**src/rtl/seq_divider_8_bit.sv**
```systemverilog
// Sequential 8-bit restoring divider: one quotient bit per cycle, registered results.
// Define DIV_SIGNED_EN to build the two's-complement (signed) variant.
module seq_divider_8_bit (
    input  logic       clk,
    input  logic       rst_n,
    input  logic       start,
    input  logic [7:0] a,
    input  logic [7:0] b,
    output logic [7:0] quotient,
    output logic [7:0] remainder,
    output logic       busy,
    output logic       done,
    output logic       div_zero,
    output logic       over_flow
);

    typedef enum logic [1:0] {StIdle, StCalc, StDone} state_e;

    state_e     state_q;
    logic [7:0] rem_q;
    logic [7:0] dvd_q;
    logic [7:0] dsr_q;
    logic [2:0] cnt_q;

    logic [7:0] a_mag;
    logic [7:0] b_mag;
    logic [8:0] part;
    logic [8:0] diff;
    logic       no_borrow;
    logic [7:0] rem_nxt;
    logic [7:0] quo_nxt;
    logic [7:0] q_fix;
    logic [7:0] r_fix;
    logic       ov_fix;
    logic [7:0] div0_rem;

`ifdef DIV_SIGNED_EN
    logic       q_neg_q;
    logic       r_neg_q;
    logic [7:0] a_raw_q;

    // Magnitudes of two's-complement operands; 8'h80 maps to 128 unsigned.
    assign a_mag    = a[7] ? (~a + 8'd1) : a;
    assign b_mag    = b[7] ? (~b + 8'd1) : b;
    assign q_fix    = q_neg_q ? (~quo_nxt + 8'd1) : quo_nxt;
    assign r_fix    = r_neg_q ? (~rem_nxt + 8'd1) : rem_nxt;
    // Only a positive quotient of 128 (-128 / -1) is unrepresentable.
    assign ov_fix   = ~q_neg_q & quo_nxt[7];
    assign div0_rem = a_raw_q;
`else
    assign a_mag    = a;
    assign b_mag    = b;
    assign q_fix    = quo_nxt;
    assign r_fix    = rem_nxt;
    assign ov_fix   = 1'b0;
    assign div0_rem = dvd_q;
`endif

    // Partial remainder stays below 2*divisor, so the 9-bit difference sign is the borrow.
    assign part      = {rem_q, dvd_q[7]};
    assign diff      = part + ~{1'b0, dsr_q} + 9'd1;
    assign no_borrow = ~diff[8];
    assign rem_nxt   = no_borrow ? diff[7:0] : part[7:0];
    assign quo_nxt   = {dvd_q[6:0], no_borrow};

    always_ff @(posedge clk) begin
        if (!rst_n) begin
            state_q   <= StIdle;
            rem_q     <= 8'd0;
            dvd_q     <= 8'd0;
            dsr_q     <= 8'd0;
            cnt_q     <= 3'd0;
            quotient  <= 8'd0;
            remainder <= 8'd0;
            busy      <= 1'b0;
            done      <= 1'b0;
            div_zero  <= 1'b0;
            over_flow <= 1'b0;
`ifdef DIV_SIGNED_EN
            q_neg_q   <= 1'b0;
            r_neg_q   <= 1'b0;
            a_raw_q   <= 8'd0;
`endif
        end else begin
            done <= 1'b0;
            unique case (state_q)
                StIdle: begin
                    if (start) begin
                        rem_q     <= 8'd0;
                        dvd_q     <= a_mag;
                        dsr_q     <= b_mag;
                        cnt_q     <= 3'd0;
                        quotient  <= 8'd0;
                        remainder <= 8'd0;
                        div_zero  <= 1'b0;
                        over_flow <= 1'b0;
                        busy      <= 1'b1;
                        state_q   <= (b == 8'd0) ? StDone : StCalc;
`ifdef DIV_SIGNED_EN
                        q_neg_q   <= a[7] ^ b[7];
                        r_neg_q   <= a[7];
                        a_raw_q   <= a;
`endif
                    end
                end
                StCalc: begin
                    rem_q <= rem_nxt;
                    dvd_q <= quo_nxt;
                    cnt_q <= cnt_q + 3'd1;
                    if (cnt_q == 3'd7) begin
                        state_q   <= StDone;
                        busy      <= 1'b0;
                        done      <= 1'b1;
                        quotient  <= q_fix;
                        remainder <= r_fix;
                        over_flow <= ov_fix;
                        div_zero  <= 1'b0;
                    end
                end
                StDone: begin
                    // busy still set here means we arrived straight from IDLE with b == 0.
                    if (busy) begin
                        busy      <= 1'b0;
                        done      <= 1'b1;
                        quotient  <= 8'hFF;
                        remainder <= div0_rem;
                        div_zero  <= 1'b1;
                        over_flow <= 1'b0;
                    end else begin
                        state_q <= StIdle;
                    end
                end
                default: state_q <= StIdle;
            endcase
        end
    end

endmodule

```
**config.mk**
```make
export PLATFORM = sky130hd
export DESIGN_NAME = seq_divider_8_bit
export DESIGN_NICKNAME = d
export VERILOG_FILES = /design/src/rtl/seq_divider_8_bit.sv
export SDC_FILE = /design/constraint.sdc
export NUM_CORES = 1
export LEC_CHECK = 0
export ABC_AREA = 1
export CORE_AREA = 3 3 93 104
export DETAILED_ROUTE_END_ITERATION = 16
export DIE_AREA = 0 0 96 107
export DONT_BUFFER_PORTS = 1
export PLACE_DENSITY = 0.51
export SLEW_MARGIN = 20
export SYNTH_ARGS = -nofsm -noshare
export SYNTH_HDL_FRONTEND = slang
export SYNTH_SLANG_ARGS = --single-unit
export TNS_END_PERCENT = 1
```
**constraint.sdc**
```tcl
create_clock -name clk -period 4 [get_ports clk]
set_clock_uncertainty 0.15 [all_clocks]
set_input_delay 0 -clock clk [delete_from_list [all_inputs] [get_ports clk]]
set_output_delay 0 -clock clk [all_outputs]
set_load 0.01 [all_outputs]
```
==> flow_metrics.py, run 1 <==
metrics = {
    "worst_setup_path": {
        "end_kind": "flop",
        "required_ns": 4.05,
        "r2r_cells": 9,
        "crit_slowest_cell": "dlygate4sd3_1",
        "regToRegSetupSlack_ns": 0.87,
        "arrival_ns": 3.18,
        "crit_path_start_kind": "flop",
        "r2r_end": "div0_rem[1]$_SDFFE_PN0P_",
        "cpPeakStageDelay_ns": 0.59,
        "worstPathCellList": "inv_1 -> ha_1 -> nand2_1 -> inv_1 -> a21oi_1 -> inv_1 -> o21ai_0 -> a21oi_1 -> dlygate4sd3_1",
        "criticalPathCategory": "reg2reg",
        "cp_max_fo": 32,
        "r2r-start": "state_q[0]$_SDFFE_PN0P_",
        "path_common_cell": "inv_1",
    },
    "floorplanning": {
        "die_h_microns": 107,
        "dieArea_sq_um": 10300,
        "rows": 36,
        "die_w_microns": 96,
        "core_sq_um": 8780,
        "initial_core_util": 0.298,
        "ioPinCount": 39,
    },
    "grt": {
        "grt_pass1_vias": 2289,
        "grt_pass1_wl_microns": 10800,
        "grt-ovfl-total": 0,
        "antenna_found_initial": 0,
        "grt_start_max_net_pins": 33,
        "track_usage": 0.133,
    },
    "synthesis": {
        "synth_ff_type": "dfxtp_1",
        "synth_common_cells": "96 x nand2_1, 48 x dfxtp_1, 47 x a21oi_1",
        "avgSynthCellArea_sq_um": 7.08,
        "synthSimpleGateAreaFrac": 0.244,
        "synth.most_common_cell": "nand2_1",
        "synthAdderAreaFrac": 0.0747,
        "synth_compound_area_frac": 0.203,
        "synth_cells": 369,
        "syn_nets": 403,
        "synth.area.mux_share": 0,
        "synth_edf_count": 0,
        "ys_seq_area_frac": 0.368,
        "yosysTopAreaCell": "dfxtp_1",
        "syn_area_sq_um": 2610,
        "synth_xor_area_frac": 0.0101,
        "synth-async-reset-ratio": 0,
        "yosys_warnings": 0,
        "synth_top_family_by_area": "simple AND/OR/NAND/NOR gates",
        "yosysUniqueCellTypes": 32,
        "synth.area.top_cells": "dfxtp_1 37%, nand2_1 14%, a21oi_1 9.0%, ha_1 6.7%, inv_1 6.6%",
        "yosysTopAreaCellShare": 0.368,
        "synth-seq-cells": 48,
    },
    "min_path": {
        "hp-start": "b[2]",
        "hold_path_end": "state_q[1]$_SDFFE_PN0P_",
        "whs_path_depth": 4,
        "worstHoldPathType": "in2reg",
    },
    "pwr": {
        "combinationalPowerShare": 0.336,
        "swShare": 0.366,
        "power_density_nw_per_um2": 463,
        "internal_power_mw": 0.875,
        "p_sw_mw": 0.505,
        "ir_drop_mv": 0.171,
        "sequentialPowerShare": 0.402,
        "p_clk_frac": 0.261,
        "power.leakage_nw": 1.34,
        "p_total_mw": 1.38,
    },
    "sta": {
        "fin_tns_setup_ns": 0,
        "maxSlewViolCount": 0,
        "max_slew_margin": 0.396,
        "setup_viol": 0,
        "min_period_ns": 3.13,
        "max_slew.worst_pin.slew_ns": 0.905,
        "fmaxAchievable_mhz": 320,
        "rsz0062_at_grt": "no",
        "period_share": 0.782,
        "final-hold-violation-count": 0,
    },
    "drt": {
        "via_per_inst": 4.66,
        "ant_nets": 0,
        "wl_per_cell_microns": 12.9,
        "dr.pass1.iters": 4,
        "first_iter_violations": 140,
        "wl_microns": 6360,
        "drc": 0,
        "vias": 2302,
    },
    "clock_network": {
        "cts_root_buffer": "clkbuf_8",
        "clkLatencyLatePin_ns": 0.30,
        "clk_pin_slew_worst_paths_ns": 0.09,
        "cts_tree": "done",
        "htree_levels": 2,
        "cts_buffers": 5,
        "clock-sinks": 48,
        "cts_max_path_buffers": 2,
        "ctsResizeCount": 0,
    },
    "placement": {
        "hpwlAfterDp_microns": 4730,
        "globalplace.congestion": 0.827,
        "portBuffers": 0,
    },
    "layout": {
        "seqCellArea_sq_um": 961,
        "multi_input_area_sq_um": 1400,
        "area_growth_pct": 14.1,
        "drive_above_1_share": 0.0842,
        "diodes": 0,
        "num-fill-cells": 954,
        "final_net_count": 413,
        "final_util": 0.339,
    },
    "status": {
        "status": "completed",
    },
    "run": {
        "maxCapViolations": 0,
    },
}
## kinds of logic after synthesis
group,Yosys count
compound gates,94
xor+xnor,3
fa+ha+maj,15
buf+inv,64
flops,48
other cells,1
simple gates,144
## flip-flops by register name, indices dropped and copies added, names as in the netlist
register and count:
state_q 2, rem_q 8, div_zero 1, done 1
remainder 8, dsr_q 8, quotient 8, busy 1
div0_rem 8, cnt_q 3
## layer usage
metal	vias up	share of wire	GRT usage
li1	1214	-	-
met1	1053	0.44	0.165
met2	27	0.52	0.229
met3	8	0.030	0.0253
met4	0	0.016	0.0407
met5	-	0	0
## placed cells by master, fill, tap and decap left out, drive strengths merged
| cell | count |
|---|---|
| nor2 | 14 |
| nand3b | 5 |
| clkinv | 2 |
| bufinv | 1 |
| or2 | 3 |
| nor4 | 1 |
| nand3 | 20 |
| dlygate4sd3 | 18 |
| ha | 14 |
| a211oi | 2 |
| fa | 1 |
| clkbuf | 5 |
| dfxtp | 48 |
| xnor2 | 3 |
| inv | 49 |
| conb | 1 |
| nand4 | 1 |
| and3 | 1 |
| o21ai | 34 |
| nand2 | 99 |
| a21oi | 58 |
## cell type report
| cell class | count | share of cell area |
|---|---|---|
| flip-flops and latches | 48 | 0.322 |
| well taps | 114 | 0.0478 |
| inverters | 49 | 0.0625 |
| multi-input cells | 257 | 0.468 |
| repair buffers | 18 | 0.0604 |
| clock inverters | 3 | 0.0159 |
| clock buffers | 5 | 0.0231 |
## per-stage QoR
| step | area [sq um] | hold WS [ns] | setup slack (ns) | std cells |
|---|---|---|---|---|
| after floorplan | 2610 | -0.0116 | 1.90 | 369 |
| after global placement | 2690 | -0.000916 | 1.42 | 468 |
| after detailed placement | 2690 | -0.00197 | 1.34 | 468 |
| after CTS | 2980 | 0.000975 | 0.877 | 494 |
| after global routing | 2980 | 0.0276 | 0.507 | 494 |
| final | 2980 | 0.00772 | 0.870 | 494 |
## worst max-delay path, delay by kind of cell, from the launching register on
| kind | cells | cell delay, ns |
|---|---|---|
| AOI/OAI and AO/OA | 3 | 0.64 |
| adders and majority gates | 1 | 0.24 |
| buffers and inverters | 4 | 1.23 |
| DFF | 1 | 0.40 |
| and+or+nand+nor | 1 | 0.37 |
## how the worst max path moves through the flow
stage,start,to,cells after the start
2_1_floorplan,div0_rem[7]$_SDFFE_PN0P_,remainder[7]$_SDFFE_PN0P_,16
3_3_place_gp,state_q[1]$_SDFFE_PN0P_,quotient[0]$_SDFFE_PN0P_,12
3_5_place_dp,state_q[1]$_SDFFE_PN0P_,quotient[5]$_SDFFE_PN0P_,12
4_1_cts,state_q[0]$_SDFFE_PN0P_,div0_rem[1]$_SDFFE_PN0P_,9
5_1_grt,state_q[1]$_SDFFE_PN0P_,div0_rem[1]$_SDFFE_PN0P_,7
6_report,state_q[0]$_SDFFE_PN0P_,div0_rem[1]$_SDFFE_PN0P_,9
## power by group through the flow
stage / clock [mW] / sequential [mW] / combinational (mW)
3_3_place_gp: 0 / 0.566 / 0.445
6_report: 0.361 / 0.556 / 0.464
2_1_floorplan: 0 / 0.556 / 0.378
4_1_cts: 0.376 / 0.556 / 0.469
5_1_grt: 0.391 / 0.562 / 0.543
3_5_place_dp: 0 / 0.567 / 0.448
## repair_timing
| action | 4_1_cts | 5_1_grt |
|---|---|---|
| hold buffers | 18 | 0 |
| hold endpoints to repair | 29 | 0 |
| setup buffers | 0 | 0 |
| endpoints found under the setup margin | 0 | 0 |
(Power assumes the default switching activity.)
==> run 2, diff against run 1 <==
Settings changed: ABC_AREA 1 to 0, CORE_AREA 3 3 93 104 to 3 3 92 102, DIE_AREA 0 0 96 107 to 0 0 95 105.
Clock period 4 ns to 3 ns, I/O delays scaled along.
==> flow_metrics.py, run 2 <==
metrics = {
    "worst_setup_path": {
        "path_common_cell": "inv_1",
        "crit_path_start_kind": "flop",
        "path_buf_inv": 2,
        "cp_max_fo": 12,
        "end_kind": "flop",
        "worstPathCellList": "inv_1 -> ha_1 -> inv_1 -> fa_1 -> a21o_1 -> a221oi_2 -> a21oi_2 -> xnor2_4 -> mux2i_1 -> a32o_1",
        "cpPeakStageDelay_ns": 0.40,
        "criticalPathCategory": "reg2reg",
        "required_ns": 3.05,
        "cpLargestDelayFamily": "compound AO/OA/AOI/OAI gates",
        "crit_slowest_cell": "fa_1",
        "arrival_ns": 2.68,
    },
    "placement": {
        "place_area_sq_um": 2620,
        "place_inst": 400,
        "hpwlAfterDp_microns": 4820,
        "globalplace.congestion": 0.809,
        "portBuffers": 0,
        "dp_worst_setup_slack_ns": 0.171,
    },
    "pwr": {
        "combinationalPowerShare": 0.488,
        "p_clk_frac": 0.185,
        "ir_drop_mv": 0.405,
        "sequentialPowerShare": 0.327,
        "power.leakage_nw": 1.09,
        "p_sw_mw": 1.17,
        "swShare": 0.433,
        "power_density_nw_per_um2": 918,
        "internal_power_mw": 1.54,
    },
    "synthesis": {
        "yosys_warnings": 0,
        "yosysUniqueCellTypes": 48,
        "synth-seq-cells": 48,
        "synth-async-reset-ratio": 0,
        "syn_nets": 331,
        "synth.most_common_cell": "dfxtp_1",
        "synth_edf_count": 0,
        "synth_common_cells": "48 x dfxtp_1, 42 x a21oi_1, 26 x nand2_1",
        "yosysTopAreaCellShare": 0.384,
        "syn_area_sq_um": 2500,
        "synth_ff_type": "dfxtp_1",
        "synth_cells": 297,
        "synth.area.top_cells": "dfxtp_1 38%, a21oi_1 8.4%, ha_1 7.0%, mux2i_1 5.2%, nand2_1 3.9%",
        "avgSynthCellArea_sq_um": 8.43,
        "yosysTopAreaCell": "dfxtp_1",
        "ys_seq_area_frac": 0.384,
    },
    "drt": {
        "wl_per_cell_microns": 15.5,
        "wl_microns": 6620,
        "vias": 2232,
        "dr.pass1.iters": 4,
        "first_iter_violations": 210,
        "via_per_inst": 5.21,
        "ant_nets": 0,
        "drc": 0,
    },
    "clock_network": {
        "cts_root_buffer": "clkbuf_8",
        "cts_max_path_buffers": 2,
        "clock-sinks": 48,
        "htree_levels": 2,
        "cts_buffers": 5,
        "clkLatencyLatePin_ns": 0.30,
        "clk_pin_slew_worst_paths_ns": 0.09,
        "cts_setup_buffers": 0,
        "cts_tree": "done",
    },
    "sta": {
        "setup_viol": 0,
        "min_period_ns": 2.63,
        "max_slew.worst_pin.slew_ns": 0.682,
        "fin_tns_setup_ns": 0,
        "setup_ws_ns": 0.371,
        "period_share": 0.876,
        "final-hold-violation-count": 0,
        "max_slew_margin": 0.545,
        "maxSlewViolCount": 0,
        "rsz0062_at_grt": "no",
        "fmaxAchievable_mhz": 380,
    },
    "layout": {
        "final_cell_mix": "48 x dfxtp_1, 42 x a21oi_1, 26 x nand2_1, 23 x nor2_1, 20 x dlygate4sd3_1",
        "layoutNonFillerInstCount": 428,
        "num-fill-cells": 890,
        "area_growth_pct": 18.0,
        "final_area_sq_um": 2950,
        "final_net_count": 350,
        "diodes": 0,
        "multi_input_area_sq_um": 1430,
        "seqCellArea_sq_um": 961,
        "layout_commonest_cell": "dfxtp_1",
        "drive_above_1_share": 0.0568,
    },
    "floorplanning": {
        "die_h_microns": 105,
        "initial_core_util": 0.296,
        "ioPinCount": 39,
        "rows": 35,
        "core_sq_um": 8450,
        "die_w_microns": 95,
        "dieArea_sq_um": 9980,
    },
    "status": {
        "status": "completed",
    },
    "run": {
        "maxCapViolations": 0,
    },
    "grt": {
        "grt_start_max_net_pins": 38,
        "track_usage": 0.140,
        "grt_pass1_vias": 2253,
        "grt-ovfl-total": 0,
        "antenna_found_initial": 0,
        "grt_pass1_wl_microns": 11200,
    },
    "min_path": {
        "worstHoldPathType": "in2reg",
    },
}
run 2: layer usage:
metal  GRT usage  vias up  wire [microns]
li1            -     1116               -
met1       0.188     1053            2930
met3      0.0245        7             374
met4      0.0485        0             114
met2       0.224       56            3200
met5           0        -               0
run 2: path summary, 6_finish.rpt:
| kind | start | to | slack [ns] | cells past startpoint |
|---|---|---|---|---|
| max | div0_rem[7]$_SDFFE_PN0P_ | remainder[0]$_SDFFE_PN0P_ | 0.37 | 10 |
| min | start | state_q[1]$_SDFFE_PN0P_ | 0.05 | 3 |
| max reg2reg | div0_rem[7]$_SDFFE_PN0P_ | remainder[0]$_SDFFE_PN0P_ | 0.37 | 10 |
| min reg2reg | dsr_q[3]$_SDFFE_PN0P_ | dsr_q[3]$_SDFFE_PN0P_ | 0.31 | 2 |
run 2: stage by stage:
stage / total power, mW / hold slack (ns) / utilization
6_report: 2.71 / 0.0538 / 0.350
5_1_grt: 2.94 / 0.0884 / 0.350
4_1_cts: 2.71 / 0.0491 / 0.348
3_5_place_dp: 2.17 / -0.00779 / 0.310
3_3_place_gp: 2.17 / -0.0213 / 0.310
2_1_floorplan: 1.87 / -0.0321 / -
run 2: cell type report:
class | instances | share of cell area
Multi-Input combinational cell | 219 | 0.483
Sequential cell | 48 | 0.325
Timing Repair Buffer | 26 | 0.0830
Tap cell | 111 | 0.0470
Clock buffer | 6 | 0.0280
Inverter | 16 | 0.0203
Clock inverter | 2 | 0.0131
run 2: power groups by stage:
stage,sequential [mW],combinational (mW),clock (mW)
finish,0.888,1.32,0.500
CTS,0.886,1.31,0.517
detailed placement,0.901,1.27,0
global placement,0.898,1.27,0
global route,0.908,1.50,0.536
floorplan,0.858,1.01,0
run 2: logic make-up (layout without fill, tap and decap cells):
kind of cell	Yosys count	count (layout)	share of synthesized area
AOI/OAI and AO/OA	96	96	0.244
xor gates and xnor gates	7	7	0.0275
adders and majority gates	15	15	0.0780
buffers and inverters	30	50	0.0500
DFF	48	48	0.384
muxes	13	13	0.0520
other	1	1	0.00150
and+or+nand+nor	87	87	0.164
run 2: repair_timing:
| action | in CTS | in global routing |
|---|---|---|
| gates resized for setup | 0 | 1 |
| hold buffers | 20 | 0 |
| setup endpoints to repair | 0 | 12 |
| hold endpoints to repair | 34 | 0 |
run 2: tightest hold or removal path: cells and delay by family:
family	cells	cell delay (ns)
and+or+nand+nor	2	0.37
AOI/OAI and AO/OA	1	0.08
